===== config.mk =====
export PLATFORM = sky130hd
export DESIGN_NAME = ftoi_pipe
export DESIGN_NICKNAME = d
export VERILOG_FILES = /design/src/rtl/ftoi_pipe.sv
export SDC_FILE = /design/constraint.sdc
export NUM_CORES = 1
export LEC_CHECK = 0
export ABC_AREA = 0
export CAP_MARGIN = 5
export CELL_PAD_IN_SITES_DETAIL_PLACEMENT = 1
export CELL_PAD_IN_SITES_GLOBAL_PLACEMENT = 1
export CORE_ASPECT_RATIO = 1.1
export CORE_UTILIZATION = 40
export DETAILED_ROUTE_END_ITERATION = 8
export HOLD_SLACK_MARGIN = 0.1
export PLACE_DENSITY_LB_ADDON = 0.2
export SLEW_MARGIN = 15
export SYNTH_ARGS = -nofsm -noshare
export SYNTH_HDL_FRONTEND = slang
export SYNTH_SLANG_ARGS = --single-unit

===== constraint.sdc =====
create_clock -name clk -period 3.6 [get_ports clk]
set_input_delay 0.54 -clock clk [delete_from_list [all_inputs] [get_ports clk]]
set_output_delay 0.54 -clock clk [all_outputs]
set_load 0.02 [all_outputs]

===== src/rtl/ftoi_pipe.sv =====
// Three-stage IEEE-754 single to signed 32-bit integer converter with round-to-nearest.
// Optional overflow flag output enabled by defining FTOI_OVF_EN.
module ftoi_pipe #(
    parameter int unsigned TIE_AWAY = 1
) (
    input  logic        clk,
    input  logic        rst,
    input  logic [31:0] x,
    input  logic        in_valid,
    output logic        in_ready,
    output logic [31:0] y,
    output logic        out_valid,
    input  logic        out_ready
`ifdef FTOI_OVF_EN
    ,
    output logic        ovf
`endif
);

    logic advance;

    assign advance  = ~out_valid | out_ready;
    assign in_ready = advance;

    logic        v1;
    logic        s1_sign;
    logic [7:0]  s1_exp;
    logic [23:0] s1_man;

    always_ff @(posedge clk) begin
        if (rst) begin
            v1      <= 1'b0;
            s1_sign <= 1'b0;
            s1_exp  <= '0;
            s1_man  <= '0;
        end else if (advance) begin
            v1      <= in_valid;
            s1_sign <= x[31];
            s1_exp  <= x[30:23];
            s1_man  <= {|x[30:23], x[22:0]};
        end
    end

    logic [7:0]  sh_r;
    logic [2:0]  sh_l;
    logic [48:0] wide;
    logic [31:0] a_mag;
    logic        a_guard;
    logic        a_sticky;
    logic        a_zero;
    logic        a_big;
    logic        a_nan;
    logic        a_min;

    // Below exp 150 the mantissa shifts right, leaving guard and sticky in the low
    // 25 bits; from 150 up it shifts left with no fraction left over.
    always_comb begin
        sh_r     = 8'd150 - s1_exp;
        sh_l     = s1_exp[2:0] - 3'd6;
        wide     = {s1_man, 25'b0} >> sh_r;
        a_zero   = s1_exp < 8'd126;
        a_big    = s1_exp >= 8'd158;
        a_nan    = (s1_exp == 8'hFF) && (s1_man[22:0] != '0);
        a_min    = (s1_exp == 8'd158) && s1_sign && (s1_man[22:0] == '0);
        a_mag    = {8'b0, wide[48:25]};
        a_guard  = wide[24];
        a_sticky = |wide[23:0];
        if (s1_exp >= 8'd150) begin
            a_mag    = {8'b0, s1_man} << sh_l;
            a_guard  = 1'b0;
            a_sticky = 1'b0;
        end
    end

    logic        v2;
    logic        s2_sign;
    logic [31:0] s2_mag;
    logic        s2_guard;
    logic        s2_sticky;
    logic        s2_zero;
    logic        s2_big;
    logic        s2_nan;
    logic        s2_min;

    always_ff @(posedge clk) begin
        if (rst) begin
            v2        <= 1'b0;
            s2_sign   <= 1'b0;
            s2_mag    <= '0;
            s2_guard  <= 1'b0;
            s2_sticky <= 1'b0;
            s2_zero   <= 1'b0;
            s2_big    <= 1'b0;
            s2_nan    <= 1'b0;
            s2_min    <= 1'b0;
        end else if (advance) begin
            v2        <= v1;
            s2_sign   <= s1_sign;
            s2_mag    <= a_mag;
            s2_guard  <= a_guard;
            s2_sticky <= a_sticky;
            s2_zero   <= a_zero;
            s2_big    <= a_big;
            s2_nan    <= a_nan;
            s2_min    <= a_min;
        end
    end

    logic        round_up;
    logic [31:0] rounded;
    logic [31:0] result;

    // Rounding works on the magnitude; the sign is applied afterwards.
    always_comb begin
        round_up = s2_guard & (s2_sticky | (TIE_AWAY != 0) | s2_mag[0]);
        rounded  = s2_mag + {31'b0, round_up};
        if (s2_nan) begin
            result = 32'h7FFF_FFFF;
        end else if (s2_min) begin
            result = 32'h8000_0000;
        end else if (s2_big) begin
            result = s2_sign ? 32'h8000_0000 : 32'h7FFF_FFFF;
        end else if (s2_zero) begin
            result = '0;
        end else begin
            result = s2_sign ? ('0 - rounded) : rounded;
        end
    end

    always_ff @(posedge clk) begin
        if (rst) begin
            out_valid <= 1'b0;
            y         <= '0;
        end else if (advance) begin
            out_valid <= v2;
            y         <= result;
        end
    end

`ifdef FTOI_OVF_EN
    logic ovf_next;

    always_comb begin
        ovf_next = s2_nan | (s2_big & ~s2_min);
    end

    always_ff @(posedge clk) begin
        if (rst) begin
            ovf <= 1'b0;
        end else if (advance) begin
            ovf <= ovf_next;
        end
    end
`endif

endmodule


==> impl_metrics.csv, run 1 <==
group,metric,value,unit
die,initial_core_util,0.408,
routing,routed_wl,28400,microns
sta,skew,9.63,ps
synthesis,synth-xor-area-share,0.0503,
sta,final-max-slew-violation-count,0,
clock_network,numCtsBuffers,9,
routing,wl_per_cell,20.0,microns
die,ioPinCount,70,
die,core,0.0205,sq mm
layout,register_area,0.00210,sq mm
synthesis,syn-num-nets,1170,
synthesis,synthMuxAreaShare,0.122,
synthesis,synth-seq-cells,105,
global_routing,grt_max_degree,102,
critical_path,end_kind,"flop",
synthesis,synth-simple-area-share,0.278,
synthesis,synth_top_family_by_area,"simple AND/OR/NAND/NOR gates",
clock_network,cts_tree,"yes",
synthesis,yosysTopAreaCellShare,0.251,
die,fp-row-count,55,
die,die_h,154,microns
flow_run,drv_cap,0,
layout,multi_input_area,0.00580,sq mm
sta,final_hold_viol_count,0,
global_routing,grt_pass1_vias,8789,
routing,dr.pass1.iters,5,
sta,finalCriticalPeriod,3380,ps
routing,drtAntennaViolNets,0,
placed_design,portBuffers,69,
clock_network,cts_setup_buffers,0,
placed_design,dp_worst_setup_slack,70.9,ps
sta,post-route-period-util,0.938,
placed_design,place.gp.congestion,0.902,
sta,tns,0,ps
worst_hold_path,min_path_type,"reg2reg",
global_routing,grtUsageTotal,0.273,
clock_network,clock_latency,370,ps
clock_network,ctsRootBufferMaster,"clkbuf_16",
die,die_w,140,microns
sta,tightest_slew,1110,ps
layout,final_cell_mix,"nand2_1, nor2_1, dfxtp_1",
layout,fillers,2580,
layout,area_growth,15.4,%
routing,vias,8623,
global_routing,grt_pass1_wl,46600,microns
global_routing,gr-total-overflow,0,
layout,final_nets,1204,
synthesis,yosysTopAreaCell,"dfxtp_1",
die,die_area,0.0215,sq mm
critical_path,critPathKind,"reg2reg",
layout,drive_gt1_frac,0.109,
synthesis,yosys_warnings,0,
synthesis,syn_area,0.00836,sq mm
synthesis,synth_compound_area_frac,0.229,
critical_path,max_stage_delay,610,ps
critical_path,cp_common_cell,"or4_4",
synthesis,syn_inst,1127,
layout,diodes,0,
synthesis,syn_avg_cell_area,7.42,sq um
sta,timing.fmax,296,MHz
run_status,status,"completed",
sta,grt_setup_unrepaired,"false",
clock_network,cts_sinks,105,
power,peakVddDrop,236,uV
routing,avgViaCountPerCell,6.06,
sta,setup_viol,0,
synthesis,yosys-top-cells-area,"dfxtp_1, mux2i_1, nand2_1, a21oi_1, nor2_1",
synthesis,synthAdderAreaFrac,0.0105,
global_routing,antenna_found_initial,0,
critical_path,cp-start-kind,"flop",
critical_path,slowest_stage,"dfxtp_1",
power,total_power,3.45,mW
critical_path,cp_max_fo,11,
clock_network,cts_resized,0,
sta,slew_headroom,0.259,
critical_path,cp.required,3820,ps
synthesis,synth_cell_type_count,89,
clock_network,hold_buffers,0,
synthesis,synth_edf_count,0,
synthesis,async_flop_share,0,
placed_design,placed_cells,1406,
layout,layout.cells.non_filler,1422,
sta,worst_slack,224,ps
critical_path,cp.arrival,3590,ps
power,power-per-cell-area,358,mW/mm^2
routing,drt_iter0_markers,478,
synthesis,yosysSeqAreaShare,0.251,
synthesis,ys.flop_type,"dfxtp_1",
layout,final_common_cell,"nand2_1",
critical_path,path_cells,"nand4_1 -> o31ai_2 -> o211ai_2 -> or4_4 -> or4_4 -> nor4b_2 -> mux2i_1 -> o211ai_1",
clock_network,clockBufferDepth,2,
routing,remaining_drc_errors,0,
placed_design,dpl.hpwl,21600,microns
clock_network,h-tree-depth,3,
clock_network,path_clk_slew,90,ps
power,p_leak,3.70,nW
==> worst paths after layout <==
path / startpoint / end / slack [ps] / depth (start not counted)
setup / recovery: s2_mag[5] / y[31] / 220 / 8
hold / removal: v2 / v2 / 460 / 2
setup reg to reg: s2_mag[5] / y[31] / 220 / 8
hold reg to reg: v2 / v2 / 460 / 2
==> cell type report <==
class	count	share of cell area
Clock inverter	7	0.00947
Clock buffer	9	0.0233
Timing Repair Buffer	118	0.109
Tap cell	256	0.0332
Multi-Input combinational cell	913	0.601
Inverter	14	0.00545
Sequential cell	105	0.218
==> synthesized netlist by cell type, drive strengths merged, types with 22 or more instances <==
cell / n
a21oi: 98
mux2i: 67
nand2: 157
xnor2: 30
dfxtp: 105
clkbuf: 73
a31oi: 22
nor3: 67
nand3: 29
o21ai: 52
nor2: 122
a211oi: 26
==> registers in the layout (all words and copies together), names as in the netlist <==
name       flops
out_valid      1
round_up       1
s1_exp         8
s1_man        24
s1_sign        1
s2_big         1
s2_mag        31
s2_min         1
s2_nan         1
s2_sign        1
s2_zero        1
v1             1
v2             1
y             32
==> per-layer routing <==
layer / global-route usage / up-vias / routed length [microns]
li1: - / 4187 / -
met1: 0.328 / 4192 / 12500
met2: 0.485 / 177 / 14100
met3: 0.0187 / 67 / 656
met4: 0.144 / 0 / 1240
met5: 0 / - / 0
==> logic make-up after synthesis <==
| logic type | count (synthesis) |
|---|---|
| AND/OR/NAND/NOR | 480 |
| AO/OA/AOI/OAI | 292 |
| buffers and inverters | 109 |
| flip-flops | 105 |
| multiplexers | 86 |
| XOR/XNOR | 48 |
| adder cells (fa/ha/maj) | 7 |
==> metrics by stage <==
step | hold WS [ps] | util | area [sq um]
after floorplan | 432 | - | 8360
after global placement | 442 | 0.454 | 9310
after detailed placement | 450 | 0.454 | 9310
after CTS | 464 | 0.469 | 9630
after global routing | 496 | 0.470 | 9650
final | 461 | 0.470 | 9650
==> worst max-delay path: cells and delay by family, from the launching register on <==
family / cells / cell delay [ps]
and+or+nand+nor: 4 / 1700
AOI/OAI and AO/OA: 3 / 690
DFF: 1 / 610
muxes: 1 / 220
==> where the power goes <==
| part | total [mW] | internal (mW) | switching (mW) |
|---|---|---|---|
| Combinational | 1.07 | 0.448 | 0.618 |
| Clock | 1.07 | 0.504 | 0.563 |
| Sequential | 1.32 | 1.23 | 0.0901 |
(Power assumes the default switching activity.)
==> run 2, diff against run 1 <==
--- a/config.mk
+++ b/config.mk
@@ -12,7 +12,6 @@
 export CORE_ASPECT_RATIO = 1.1
 export CORE_UTILIZATION = 40
 export DETAILED_ROUTE_END_ITERATION = 8
-export HOLD_SLACK_MARGIN = 0.1
 export PLACE_DENSITY_LB_ADDON = 0.2
 export SLEW_MARGIN = 15
 export SYNTH_ARGS = -nofsm -noshare
==> results of run 2 <==
Final layout, timing and power as in run 1 (identical DEF).
==> run 3, diff against run 2 <==
==> constraint.sdc (replaced) <==
create_clock -name clk -period 2.72 [get_ports clk]
set_input_delay 0.408 -clock clk [delete_from_list [all_inputs] [get_ports clk]]
set_output_delay 0.408 -clock clk [all_outputs]
set_load 0.02 [all_outputs]
==> run 3 against run 2 <==
- the flow now finishes with violations (setup timing)
- final cell count increased by 5.9%
- setup slack lost 490 ps
- clock power is 32% higher
- wire length rose by 6.5%
- global-route usage up 1.1 points
- non-clock buffer count is 84 higher
- highest routed layer unchanged
==> impl_metrics.csv, run 3 (synthesized netlist as in run 1, its figures left out) <==
group,metric,value,unit
power,pwr-share-clk,0.292,
critical_path,critPathKind,"reg2reg",
routing,drtAntennaViolNets,0,
routing,vias,9051,
layout,max_flop_register,"y",
die,die_h,154,microns
die,fp-row-count,55,
power,p_sw,1.79,mW
layout,final_common_cell,"nand2_1",
global_routing,grt_pass1_vias,9272,
critical_path,end_kind,"flop",
run_status,status,"finished, violations left",
placed_design,dpl.hpwl,22500,microns
die,die_area,0.0215,sq mm
routing,routed_wl,30300,microns
sta,worst_slack,-269,ps
clock_network,cts_sinks,105,
die,die_w,140,microns
routing,dr.pass1.iters,5,
sta,tns,-2710,ps
sta,final_hold_viol_count,0,
layout,diodes,0,
die,initial_core_util,0.408,
sta,finalCriticalPeriod,2990,ps
sta,timing.fmax,335,MHz
clock_network,numCtsBuffers,9,
sta,grt_setup_unrepaired,"true",
placed_design,dp_worst_setup_slack,-278,ps
layout,fillers,2545,
flow_run,drv_cap,0,
global_routing,grt_pass1_wl,48900,microns
sta,final-max-slew-violation-count,0,
placed_design,dpl_cell_area,0.0100,sq mm
routing,avgViaCountPerCell,6.01,
run_status,violations,"setup timing",
layout,reg_top3,"y x32, s2_mag x31, s1_man x24",
clock_network,clock_latency,370,ps
sta,holdWs,462,ps
critical_path,cp_max_fo,5,
routing,drt_iter0_markers,382,
worst_hold_path,min_path_type,"reg2reg",
critical_path,cp-start-kind,"flop",
die,core,0.0205,sq mm
die,ioPinCount,70,
sta,tightest_slew,714,ps
clock_network,h-tree-depth,3,
sta,setup_viol,17,
critical_path,max_stage_delay,490,ps
clock_network,clockBufferDepth,2,
power,switching_share,0.370,
routing,wl_per_cell,20.1,microns
layout,design_area,0.0107,sq mm
routing,remaining_drc_errors,0,
power,power-per-cell-area,451,mW/mm^2
power,p_leak,4.28,nW
layout,multi_input_area,0.00619,sq mm
clock_network,path_clk_slew,90,ps
critical_path,slowest_stage,"or4_4",
power,seq_power_share,0.356,
clock_network,cts_tree,"yes",
sta,slew_headroom,0.520,
layout,final_cell_mix,"nand2_1, buf_4, nor2_1",
placed_design,place.gp.congestion,0.920,
critical_path,cp.required,2950,ps
layout,final_nets,1288,
global_routing,antenna_found_initial,0,
clock_network,ctsRootBufferMaster,"clkbuf_16",
global_routing,grt_max_degree,54,
power,pwr-share-comb,0.352,
layout,drive_gt1_frac,0.200,
sta,post-route-period-util,1.10,
critical_path,cp.arrival,3220,ps
layout,area_growth,28.4,%
layout,largest_reg_flops,32,
power,peakVddDrop,276,uV
sta,skew,12.9,ps
critical_path,r2r_cells,9,
layout,fin_util,0.524,
global_routing,gr-total-overflow,0,
global_routing,grtUsageTotal,0.284,
worst_hold_path,whs_path_depth,2,
placed_design,portBuffers,69,
power,p_int,3.05,mW
critical_path,path_cells,"ha_4 -> ha_4 -> nor4_2 -> o2111ai_2 -> or4_4 -> or4_4 -> nor4b_4 -> mux2i_1 -> o211ai_1",
layout,register_area,0.00211,sq mm
-- run 3: layout make-up --
class                   count  area share
clock inverters             7     0.00851
clock buffers               9      0.0210
inverters                  14     0.00489
flip-flops and latches    105       0.196
multi-input cells         913       0.576
well taps                 256      0.0298
repair buffers            202       0.163
-- run 3: power groups by stage --
stage / Combinational, mW / Sequential [mW] / Clock, mW
finish: 1.71 / 1.72 / 1.41
global route: 1.84 / 1.73 / 1.49
CTS: 1.65 / 1.72 / 1.43
detailed placement: 1.55 / 1.76 / 0
global placement: 1.52 / 1.75 / 0
floorplan: 0.978 / 1.77 / 0
-- run 3: layer usage --
metal / vias to the layer above / wire length (microns) / GRT usage
met4: 0 / 1300 / 0.132
li1: 4332 / - / -
met1: 4458 / 12800 / 0.329
met3: 68 / 706 / 0.0315
met2: 193 / 15400 / 0.520
met5: - / 0 / 0
-- run 3: what timing repair did --
item / 4_1_cts / 5_1_grt
endpoints found under the setup margin: 20 / 37
resized for setup: 36 / 24
pin swaps: 21 / 14
hold buffers: 0 / 0
setup buffers: 4 / 6
-- run 3: worst paths after layout --
check        startpoint     to  slack (ps)
min                  v2     v2         460
min reg2reg          v2     v2         460
max reg2reg   s2_mag[0]  y[31]        -270
max           s2_mag[0]  y[31]        -270
-- run 3: critical path: cells and delay by family, from the launching register on --
family	cells	cell delay [ps]
muxes	1	230
and+or+nand+nor	4	1600
adders and majority gates	2	360
AOI/OAI and AO/OA	2	320
DFF	1	340
-- run 3: stage by stage --
step | total power, mW | std cells
after floorplan | 2.74 | 1127
after global placement | 3.27 | 1480
after detailed placement | 3.30 | 1480
after CTS | 4.80 | 1500
after global routing | 5.06 | 1506
final | 4.84 | 1506
